===== config.mk =====
export PLATFORM = sky130hd
export DESIGN_NAME = alu_arbiter_flat
export DESIGN_NICKNAME = d
export VERILOG_FILES = /design/src/rtl/alu_arbiter_pkg.sv /design/src/rtl/alu_arbiter_if.sv /design/src/rtl/alu_arbiter_alu.sv /design/src/rtl/alu_arbiter.sv /design/src/flat_wrapper.sv
export SDC_FILE = /design/constraint.sdc
export NUM_CORES = 1
export LEC_CHECK = 0
export ABC_AREA = 1
export CORE_ASPECT_RATIO = 0.7
export CORE_UTILIZATION = 42
export DETAILED_ROUTE_END_ITERATION = 8
export GPL_ROUTABILITY_DRIVEN = 0
export SLEW_MARGIN = 10
export SYNTH_ARGS = -nofsm -noshare
export SYNTH_HDL_FRONTEND = slang
export SYNTH_HIERARCHICAL = 1
export SYNTH_SLANG_ARGS = --single-unit

===== constraint.sdc =====
create_clock -name clk -period 3.7 [get_ports clk]
set_input_delay 0.37 -clock clk [delete_from_list [all_inputs] [get_ports clk]]
set_output_delay 0.37 -clock clk [all_outputs]
set_load 0.01 [all_outputs]

===== src/rtl/alu_arbiter_pkg.sv =====
// Shared definitions for the two-requester ALU arbiter: datapath width, ALU
// operation and branch-compare codes, and the result-slot state encoding.
package alu_arbiter_pkg;

    localparam int XLEN = 32;

    localparam logic [3:0] ALU_CTRL_ADD  = 4'd0;
    localparam logic [3:0] ALU_CTRL_SUB  = 4'd1;
    localparam logic [3:0] ALU_CTRL_AND  = 4'd2;
    localparam logic [3:0] ALU_CTRL_OR   = 4'd3;
    localparam logic [3:0] ALU_CTRL_XOR  = 4'd4;
    localparam logic [3:0] ALU_CTRL_SLL  = 4'd5;
    localparam logic [3:0] ALU_CTRL_SRL  = 4'd6;
    localparam logic [3:0] ALU_CTRL_SRA  = 4'd7;
    localparam logic [3:0] ALU_CTRL_SLT  = 4'd8;
    localparam logic [3:0] ALU_CTRL_SLTU = 4'd9;
    localparam logic [3:0] ALU_CTRL_LUI  = 4'd10;

    // Branch-compare codes; ALU_BNONE selects the plain ALU result.
    localparam logic [2:0] ALU_BNONE = 3'd0;
    localparam logic [2:0] ALU_BEQ   = 3'd1;
    localparam logic [2:0] ALU_BNE   = 3'd2;
    localparam logic [2:0] ALU_BLT   = 3'd3;
    localparam logic [2:0] ALU_BGE   = 3'd4;
    localparam logic [2:0] ALU_BLTU  = 3'd5;
    localparam logic [2:0] ALU_BGEU  = 3'd6;

    typedef enum logic {
        ARB_EMPTY = 1'b0,
        ARB_FULL  = 1'b1
    } arb_state_e;

endpackage


===== src/rtl/alu_arbiter_if.sv =====
// Bundle of the two requester channels and the result channel of alu_arbiter.
// The master side is the requesters/consumer; the slave side is the arbiter.
interface alu_arbiter_if #(
    parameter int XLEN = alu_arbiter_pkg::XLEN
);
    logic            r0_valid;
    logic            r0_ready;
    logic [XLEN-1:0] r0_a;
    logic [XLEN-1:0] r0_b;
    logic [3:0]      r0_aluctrl;
    logic [2:0]      r0_aluctrl1;

    logic            r1_valid;
    logic            r1_ready;
    logic [XLEN-1:0] r1_a;
    logic [XLEN-1:0] r1_b;
    logic [3:0]      r1_aluctrl;
    logic [2:0]      r1_aluctrl1;

    logic            res_valid;
    logic            res_ready;
    logic [XLEN-1:0] res_data;
    logic            res_src;

    modport master (
        output r0_valid, r0_a, r0_b, r0_aluctrl, r0_aluctrl1,
        output r1_valid, r1_a, r1_b, r1_aluctrl, r1_aluctrl1,
        output res_ready,
        input  r0_ready, r1_ready, res_valid, res_data, res_src
    );

    modport slave (
        input  r0_valid, r0_a, r0_b, r0_aluctrl, r0_aluctrl1,
        input  r1_valid, r1_a, r1_b, r1_aluctrl, r1_aluctrl1,
        input  res_ready,
        output r0_ready, r1_ready, res_valid, res_data, res_src
    );

endinterface


===== src/rtl/alu_arbiter_alu.sv =====
// Purely combinational ALU: arithmetic/logic result per aluctrl, or a 0/1
// branch-compare result when aluctrl1 is nonzero. Unknown codes give 0.
module alu_arbiter_alu #(
    parameter int XLEN = alu_arbiter_pkg::XLEN
) (
    input  logic [XLEN-1:0] a_i,
    input  logic [XLEN-1:0] b_i,
    input  logic [3:0]      aluctrl_i,
    input  logic [2:0]      aluctrl1_i,
    output logic [XLEN-1:0] y_o
);
    import alu_arbiter_pkg::*;

    localparam int SHW = $clog2(XLEN);

    logic [SHW-1:0]  shamt;
    logic            eq;
    logic            lt_s;
    logic            lt_u;
    logic            cmp;
    logic [XLEN-1:0] op_res;

    assign shamt = b_i[SHW-1:0];
    assign eq    = (a_i == b_i);
    assign lt_s  = ($signed(a_i) < $signed(b_i));
    assign lt_u  = (a_i < b_i);

    // NOTE: every always_comb output gets a default first, so no path can infer a latch.
    always_comb begin
        op_res = '0;
        case (aluctrl_i)
            ALU_CTRL_ADD:  op_res = a_i + b_i;
            ALU_CTRL_SUB:  op_res = a_i - b_i;
            ALU_CTRL_AND:  op_res = a_i & b_i;
            ALU_CTRL_OR:   op_res = a_i | b_i;
            ALU_CTRL_XOR:  op_res = a_i ^ b_i;
            ALU_CTRL_SLL:  op_res = a_i << shamt;
            ALU_CTRL_SRL:  op_res = a_i >> shamt;
            ALU_CTRL_SRA:  op_res = $unsigned($signed(a_i) >>> shamt);
            ALU_CTRL_SLT:  op_res = {{(XLEN-1){1'b0}}, lt_s};
            ALU_CTRL_SLTU: op_res = {{(XLEN-1){1'b0}}, lt_u};
            ALU_CTRL_LUI:  op_res = b_i;
            default:       op_res = '0;
        endcase
    end

    always_comb begin
        cmp = 1'b0;
        case (aluctrl1_i)
            ALU_BEQ:  cmp = eq;
            ALU_BNE:  cmp = !eq;
            ALU_BLT:  cmp = lt_s;
            ALU_BGE:  cmp = !lt_s;
            ALU_BLTU: cmp = lt_u;
            ALU_BGEU: cmp = !lt_u;
            default:  cmp = 1'b0;
        endcase
    end

    assign y_o = (aluctrl1_i != ALU_BNONE) ? {{(XLEN-1){1'b0}}, cmp} : op_res;

endmodule


===== src/rtl/alu_arbiter.sv =====
// Shares one ALU between two requesters through a one-entry result slot.
// Define ALU_ARB_RR_EN for round-robin arbitration; otherwise r0 has fixed priority.
module alu_arbiter #(
    parameter int XLEN = alu_arbiter_pkg::XLEN
) (
    input  logic          clk,
    input  logic          rstn,
    alu_arbiter_if.slave  bus
);
    import alu_arbiter_pkg::*;

    arb_state_e      state_q, state_d;
    logic [XLEN-1:0] a_q, a_d;
    logic [XLEN-1:0] b_q, b_d;
    logic [3:0]      ctrl_q, ctrl_d;
    logic [2:0]      ctrl1_q, ctrl1_d;
    logic            src_q, src_d;

    logic            slot_open;
    logic            prefer1;
    logic            grant0;
    logic            grant1;
    logic            accept;
    logic            consume;
    logic [XLEN-1:0] alu_y;

    // Gating with rstn keeps both readies low while reset is held.
    assign slot_open = rstn && ((state_q == ARB_EMPTY) || bus.res_ready);
    assign consume   = (state_q == ARB_FULL) && bus.res_ready;
    assign accept    = grant0 || grant1;

`ifdef ALU_ARB_RR_EN
    logic ptr_q, ptr_d;

    // The requester just granted loses priority for the next contested cycle.
    assign prefer1 = ptr_q;
    assign ptr_d   = accept ? grant0 : ptr_q;

    always_ff @(posedge clk or negedge rstn) begin
        if (!rstn) ptr_q <= 1'b0;
        else       ptr_q <= ptr_d;
    end
`else
    assign prefer1 = 1'b0;
`endif

    always_comb begin
        grant0 = 1'b0;
        grant1 = 1'b0;
        if (slot_open) begin
            if (bus.r0_valid && bus.r1_valid) begin
                grant0 = !prefer1;
                grant1 = prefer1;
            end else begin
                grant0 = bus.r0_valid;
                grant1 = bus.r1_valid;
            end
        end
    end

    always_comb begin
        state_d = state_q;
        case (state_q)
            ARB_EMPTY: if (accept) state_d = ARB_FULL;
            ARB_FULL:  if (consume && !accept) state_d = ARB_EMPTY;
            default:   state_d = ARB_EMPTY;
        endcase
    end

    always_comb begin
        a_d     = a_q;
        b_d     = b_q;
        ctrl_d  = ctrl_q;
        ctrl1_d = ctrl1_q;
        src_d   = src_q;
        if (accept) begin
            a_d     = grant1 ? bus.r1_a        : bus.r0_a;
            b_d     = grant1 ? bus.r1_b        : bus.r0_b;
            ctrl_d  = grant1 ? bus.r1_aluctrl  : bus.r0_aluctrl;
            ctrl1_d = grant1 ? bus.r1_aluctrl1 : bus.r0_aluctrl1;
            src_d   = grant1;
        end
    end

    // NOTE: sequential state uses non-blocking assignments so every register samples pre-edge values.
    always_ff @(posedge clk or negedge rstn) begin
        if (!rstn) begin
            // NOTE: captured operands are reset too, so res_data reads 0 rather than X in reset.
            state_q <= ARB_EMPTY;
            a_q     <= '0;
            b_q     <= '0;
            ctrl_q  <= '0;
            ctrl1_q <= '0;
            src_q   <= 1'b0;
        end else begin
            state_q <= state_d;
            a_q     <= a_d;
            b_q     <= b_d;
            ctrl_q  <= ctrl_d;
            ctrl1_q <= ctrl1_d;
            src_q   <= src_d;
        end
    end

    alu_arbiter_alu #(.XLEN(XLEN)) u_alu (
        .a_i        (a_q),
        .b_i        (b_q),
        .aluctrl_i  (ctrl_q),
        .aluctrl1_i (ctrl1_q),
        .y_o        (alu_y)
    );

    assign bus.r0_ready  = grant0;
    assign bus.r1_ready  = grant1;
    assign bus.res_valid = (state_q == ARB_FULL);
    assign bus.res_data  = alu_y;
    assign bus.res_src   = src_q;

endmodule

===== src/flat_wrapper.sv =====
// flat-port wrapper written by rule: the top's interface ports become plain ports
module alu_arbiter_flat import alu_arbiter_pkg::*;
#(
    parameter int XLEN = alu_arbiter_pkg::XLEN
)
  (clk, rstn, bus_r0_valid, bus_r0_a, bus_r0_b, bus_r0_aluctrl, bus_r0_aluctrl1, bus_r1_valid, bus_r1_a, bus_r1_b, bus_r1_aluctrl, bus_r1_aluctrl1, bus_res_ready, bus_r0_ready, bus_r1_ready, bus_res_valid, bus_res_data, bus_res_src);
  alu_arbiter_if #(.XLEN(XLEN)) bus_i ();
  input  logic clk;
  input  logic rstn;
  input wire logic [$bits(bus_i.r0_valid)-1:0] bus_r0_valid;
  input wire logic [$bits(bus_i.r0_a)-1:0] bus_r0_a;
  input wire logic [$bits(bus_i.r0_b)-1:0] bus_r0_b;
  input wire logic [$bits(bus_i.r0_aluctrl)-1:0] bus_r0_aluctrl;
  input wire logic [$bits(bus_i.r0_aluctrl1)-1:0] bus_r0_aluctrl1;
  input wire logic [$bits(bus_i.r1_valid)-1:0] bus_r1_valid;
  input wire logic [$bits(bus_i.r1_a)-1:0] bus_r1_a;
  input wire logic [$bits(bus_i.r1_b)-1:0] bus_r1_b;
  input wire logic [$bits(bus_i.r1_aluctrl)-1:0] bus_r1_aluctrl;
  input wire logic [$bits(bus_i.r1_aluctrl1)-1:0] bus_r1_aluctrl1;
  input wire logic [$bits(bus_i.res_ready)-1:0] bus_res_ready;
  output wire logic [$bits(bus_i.r0_ready)-1:0] bus_r0_ready;
  output wire logic [$bits(bus_i.r1_ready)-1:0] bus_r1_ready;
  output wire logic [$bits(bus_i.res_valid)-1:0] bus_res_valid;
  output wire logic [$bits(bus_i.res_data)-1:0] bus_res_data;
  output wire logic [$bits(bus_i.res_src)-1:0] bus_res_src;
  assign bus_i.r0_valid = bus_r0_valid;
  assign bus_i.r0_a = bus_r0_a;
  assign bus_i.r0_b = bus_r0_b;
  assign bus_i.r0_aluctrl = bus_r0_aluctrl;
  assign bus_i.r0_aluctrl1 = bus_r0_aluctrl1;
  assign bus_i.r1_valid = bus_r1_valid;
  assign bus_i.r1_a = bus_r1_a;
  assign bus_i.r1_b = bus_r1_b;
  assign bus_i.r1_aluctrl = bus_r1_aluctrl;
  assign bus_i.r1_aluctrl1 = bus_r1_aluctrl1;
  assign bus_i.res_ready = bus_res_ready;
  assign bus_r0_ready = bus_i.r0_ready;
  assign bus_r1_ready = bus_i.r1_ready;
  assign bus_res_valid = bus_i.res_valid;
  assign bus_res_data = bus_i.res_data;
  assign bus_res_src = bus_i.res_src;
  alu_arbiter #(.XLEN(XLEN)) u_core (.clk(clk), .rstn(rstn), .bus(bus_i));
endmodule

Word-level counts from Yosys, hierarchy flattened

Cells that the tools add are included.
Widths: inputs -> output; s select.

Output and inout bits: 36
Logic and storage cells: 60
Flip-flop bits (word level): 73

Add/sub/neg operators: 2
Shift-type cells: 3
Reductions and logical operators: 12
Order comparisons: 2
Muxes and demuxes: 14
Equality and inequality tests: 17
Bitwise operators: 4

Operator list:

| operator           | count |
|---|---|
| $pmux 32 s11       | 1 |
| $mux 32            | 3 |
| $lt 32x32->1       | 2 |
| $add 32x32->32     | 1 |
| $and 32x32->32     | 1 |
| $eq 32x32->1       | 1 |
| $or 32x32->32      | 1 |
| $shl 32x5->32      | 1 |
| $shr 32x5->32      | 1 |
| $sshr 32x5->32     | 1 |
| $sub 32x32->32     | 1 |
| $xor 32x32->32     | 1 |
| $eq 4x3->1 const B | 4 |
| $eq 4x4->1 const B | 3 |
| $eq 3x3->1 const B | 3 |
| $eq 4x2->1 const B | 2 |
| $eq 3x2->1 const B | 2 |
| $mux 1             | 6 |
| $pmux 1 s6         | 1 |
| $eq 4x1->1 const B | 1 |
| $logic_and 1x1->1  | 4 |
| $logic_not 1->1    | 4 |
| $logic_not 4->1    | 1 |
| $mux 4             | 1 |
| 6 further kinds    | 7 |

Logic depth before layout (Yosys ltp)

Depth after elaboration: 9
Gate-level depth with buffers: 19

Modules after synthesis

Netlist, hierarchy kept.

Modules (own cells, without submodules):

| module          | instances | area an instance (µm²) | cells each |
|---|---|---|---|
| alu_arbiter_alu | 1         | 10,961.8               | 2,272 |
| alu_arbiter     | 1         | 4,355.4                | 636 |

Worst setup path after synthesis

OpenSTA, ideal clock, no wires.

Kind: register to output
Start point: register u_core.b_q[4]
End point: output bus_res_data[29]
Arrival time: 2,475 ps
Slack: 855 ps
Cell stages (with the launch flop): 17
Path buffers: 3
Required time: 3,330 ps
Cells stage by stage: dfrtp_1 > buf_2 > inv_2 > buf_1 > ha_1 > buf_2 > nor2_1 > nand3_1 > nand3_1 > nand2_1 > nand3_1 > nand2_1 > nand3_1 > nand2_1 > nor2_1 > nor2_1 > nor2_1

Cells in the longest elaborated chain, start to end: 3
Elaborated cells between the ends (all ways): 7

Ends and longest elaborated chain:

| item                                   | RTL line              | source |
|---|---|---|
| start, declared                        | alu_arbiter.sv:14     | `logic [XLEN-1:0] b_q, b_d;` |
| start signal, assigned                 | alu_arbiter.sv:91     | `b_q <= '0;` |
| start signal, assigned                 | alu_arbiter.sv:98     | `b_q <= b_d;` |
| $sub 32x32->32 (tied with other cells) | alu_arbiter_alu.sv:33 | `ALU_CTRL_SUB: op_res = a_i - b_i;` |
| $pmux 32 s11 (*)                       | alu_arbiter_alu.sv:31 | `case (aluctrl_i)` |
| $mux 32 (*)                            | alu_arbiter_alu.sv:60 | `assign y_o = (aluctrl1_i != ALU_BNONE) ? {{(XLEN-1){1'b0}}, cmp} : op_res;` |
| end, declared                          | flat_wrapper.sv:24    | `output wire logic [$bits(bus_i.res_data)-1:0] bus_res_data;` |

Mark *: on every way between the ends. The rest lies on a longest branch, timed or not.

Worst setup path after layout

Start point: register u_core.a_q[0]
End point: output bus_res_data[4]

Cells in the longest elaborated chain, start to end: 3
Elaborated cells between the ends (all ways): 7

Ends and longest elaborated chain:

| item                                   | RTL line              | source |
|---|---|---|
| start, declared                        | alu_arbiter.sv:13     | `logic [XLEN-1:0] a_q, a_d;` |
| start signal, assigned                 | alu_arbiter.sv:90     | `a_q <= '0;` |
| start signal, assigned                 | alu_arbiter.sv:97     | `a_q <= a_d;` |
| $sub 32x32->32 (tied with other cells) | alu_arbiter_alu.sv:33 |  |
| $pmux 32 s11 (*)                       | alu_arbiter_alu.sv:31 |  |
| $mux 32 (*)                            | alu_arbiter_alu.sv:60 |  |

Marked as above.

==> run metrics <==
worst skew pair latency=0.38 ns; H-tree depth=3; total grt overflow=0; slowest CP cell=clkdlybuf4s50_1; CP required=3.33 ns; Final ANT Viol Nets=0; post-route non-filler standard cell count=3529; r2r setup slk=1.43 ns; ant diodes=0; status=complete, no violations; Multi-input gate area=11300 um2; Die W=230.3 um; Post-synth EDFFs=0; reg-to-reg startpoint=u_core/bus.res_valid$_DFF_PN0_; largest cells by area after synthesis=nand2_1, nand3_1, dfrtp_1; standard-cell rows=58; DP Area=17750 um2; Setup Skew=0.01576 ns; Worst Hold Depth=2; VDD IR-drop max=0.2779 mV; Post-synth ARST share=100.0%; Yosys warnings=6; worst slew pin tran=0.7628 ns; crit-path cells=inv_1 -> ha_1 -> inv_1 -> fa_2 -> nand2_1 -> nand2_1 -> and2_1 -> xor2_1 -> o211a_1 -> a21oi_1 -> clkdlybuf4s50_1; HP Class=register to register; largest net degree at the start of global routing=145; period utilization=99.32%; Final TNS setup=0 ns; # placed instances=3510; Slew headroom=49.15%; area delta synth->final=21.11%; Worst Hold Path EP=u_core/bus.res_src$_DFFE_PN0P_; Syn Area/Cell=5.267 um2; Net Count, Synth=3161; Max Cap Viol=0; Commonest cells post-synth=nand2_1, nand3_1, inv_1; synth unique cells=43; top-count cell post-synth=nand2_1; max frequency=272.1 MHz; CTS tree=yes; Clock Sinks=73; crit-path max cell delay=0.62 ns; core footprint=35920 um2; CTS clk-pin slew, worst paths=0.07 ns; global-route wire length before repair=109500 um; Reg area=1838 um2; GRT Util Overall=38.42%; Residual DRC=0; Seq/Total Area, Yosys=11.93%; initial DRC count=3420; Max Buffers Root-to-Sink=2; crit start category=register; Num CTS Buffers=9; final setup fails=0; Root Driver=clkbuf_16; DPL Wire Length=58180 um; Die Ht=161.8 um; Yosys top cell area share=22.10%; via count=20.90k; Synth Register Bits=73; dominant synthesized flop cell=dfrtp_1; R2R depth=6; Cell Area, Synth=15320 um2; worst r2r dst=u_core/a_q[1]$_DFFE_PN0P_; cell accounting for the most synthesized area=nand2_1; ratio of cells with drive above 1 in the final layout=8.331%; Mapped Cells=2908; drt wl/cell=20.77 um; CP arrival=3.31 ns; crit path time final=3.675 ns; WS Path Type=register to output port; Pwr Total=9721 uW; Worst Path Max Fanout=6; initial core utilization=42.64%; vias per std cell=5.923; initial antenna violation count=3; number of global-route vias before repair=18.61k; RSZ-0062 raised after global routing=true; IO Pins=183; Hold Path Origin=u_core/bus.res_src$_DFFE_PN0P_; filler instances=3886; P_leak=0.01027 uW; die area=37250 um2; Final Hold Fails=0; DRT Pass-1 Iters=8; # nets final=3297; crit path capture type=output port; Slew Viols, Final=0; Port-buffer cells=182; Pwr per Cell Area=524.0 nW/um2; fin area=18550 um2; final WL=73310 um
## layout by cell type (no fill, tap or decap), types with 8 or more instances in the layout
| master | n |
|---|---|
| inv_1 | 461 |
| o22ai_1 | 38 |
| nand3_1 | 596 |
| ha_4 | 17 |
| a21oi_1 | 84 |
| inv_2 | 17 |
| ha_2 | 10 |
| o211ai_1 | 14 |
| nand4_1 | 101 |
| nand2_1 | 890 |
| nor2_4 | 8 |
| o21bai_1 | 10 |
| buf_4 | 93 |
| dfrtp_1 | 64 |
| nor3_1 | 26 |
| nor2_1 | 159 |
| ha_1 | 77 |
| nor2_2 | 22 |
| clkdlybuf4s50_1 | 173 |
| nand2_2 | 19 |
| o21ai_1 | 8 |
| and2_1 | 13 |
| dfrtp_2 | 9 |
| o21ai_0 | 53 |
| clkbuf_16 | 9 |
## how the worst max path moves through the flow
| stage | start | cells past startpoint | end | slack [ns] |
|---|---|---|---|---|
| after floorplan | u_core/b_q[4]$_DFFE_PN0P_ | 16 | bus_res_data[29] | 0.86 |
| after global routing | u_core/b_q[25]$_DFFE_PN0P_ | 11 | bus_res_data[25] | -0.07 |
| final | u_core/a_q[0]$_DFFE_PN0P_ | 11 | bus_res_data[4] | 0.02 |
| after CTS | u_core/b_q[12]$_DFFE_PN0P_ | 15 | bus_res_data[29] | 0.004 |
| after detailed placement | u_core/b_q[25]$_DFFE_PN0P_ | 11 | bus_res_data[25] | 0.22 |
| after global placement | u_core/b_q[25]$_DFFE_PN0P_ | 11 | bus_res_data[25] | 0.20 |
## metal layers
layer  global-route usage (%)  wire length (um)  up-vias
li1                         -                 -     9591
met1                    52.68             29320     9484
met2                    53.94             28550     1601
met3                    12.38             11670      224
met4                    17.97              3744        4
met5                        0                27        -
## critical path, delay by kind of cell, from the launching register on
kind | cells | cell delay, ns
adder cells (fa/ha/maj) | 2 | 0.55
XOR/XNOR | 1 | 0.15
flip-flops | 1 | 0.44
AO/OA/AOI/OAI | 2 | 0.58
AND/OR/NAND/NOR | 3 | 0.39
buffers and inverters | 3 | 0.80
## per-stage QoR
stage / worst slack (ns) / hold slack [ns] / utilization [%]
finish: 0.02498 / 0.4728 / 51.64
global placement: 0.1963 / 0.3365 / 49.43
floorplan: 0.8551 / 0.07441 / -
CTS: 0.004090 / 0.4762 / 50.53
detailed placement: 0.2215 / 0.3368 / 49.43
global route: -0.07277 / 0.5293 / 51.64
## state kept, by name (all words and copies together), names as in the netlist
register              flops
u_core/a_q               32
u_core/b_q               32
u_core/ctrl_q             4
u_core/ctrl1_q            3
u_core/bus.res_src        1
u_core/bus.res_valid      1
## what timing repair did
action	4_1_cts	5_1_grt
gates resized for setup	24	93
gates cloned	0	0
pin swaps	0	2
endpoints found under the setup margin	14	31
hold endpoints to repair	29	0
hold buffers	1	0
setup buffers	0	2
## cell families after synthesis
| kind of cell | after synthesis | share of synthesized area, % |
|---|---|---|
| buffers and inverters | 638 | 17.24 |
| AND/OR/NAND/NOR | 1865 | 53.81 |
| AO/OA/AOI/OAI | 224 | 8.160 |
| XOR/XNOR | 2 | 0.1144 |
| adder cells (fa/ha/maj) | 106 | 8.757 |
| flip-flops | 73 | 11.93 |
## area by class of cell
| class | count | area share (%) |
|---|---|---|
| multi-input combinational | 2197 | 60.93 |
| timing repair buffer | 283 | 14.47 |
| sequential | 73 | 9.908 |
| inverter | 480 | 9.753 |
| tap | 480 | 3.238 |
| clock buffer | 12 | 1.437 |
| clock inverter | 4 | 0.2698 |
## power by group
group | switching (uW) | internal, uW | leakage (uW)
Clock | 402 | 576 | 0.000151
Combinational | 5140 | 2430 | 0.00923
Sequential | 214 | 959 | 0.000886
Total | 5750 | 3970 | 0.0103
No activity file was read; power rests on OpenSTA's default activity.
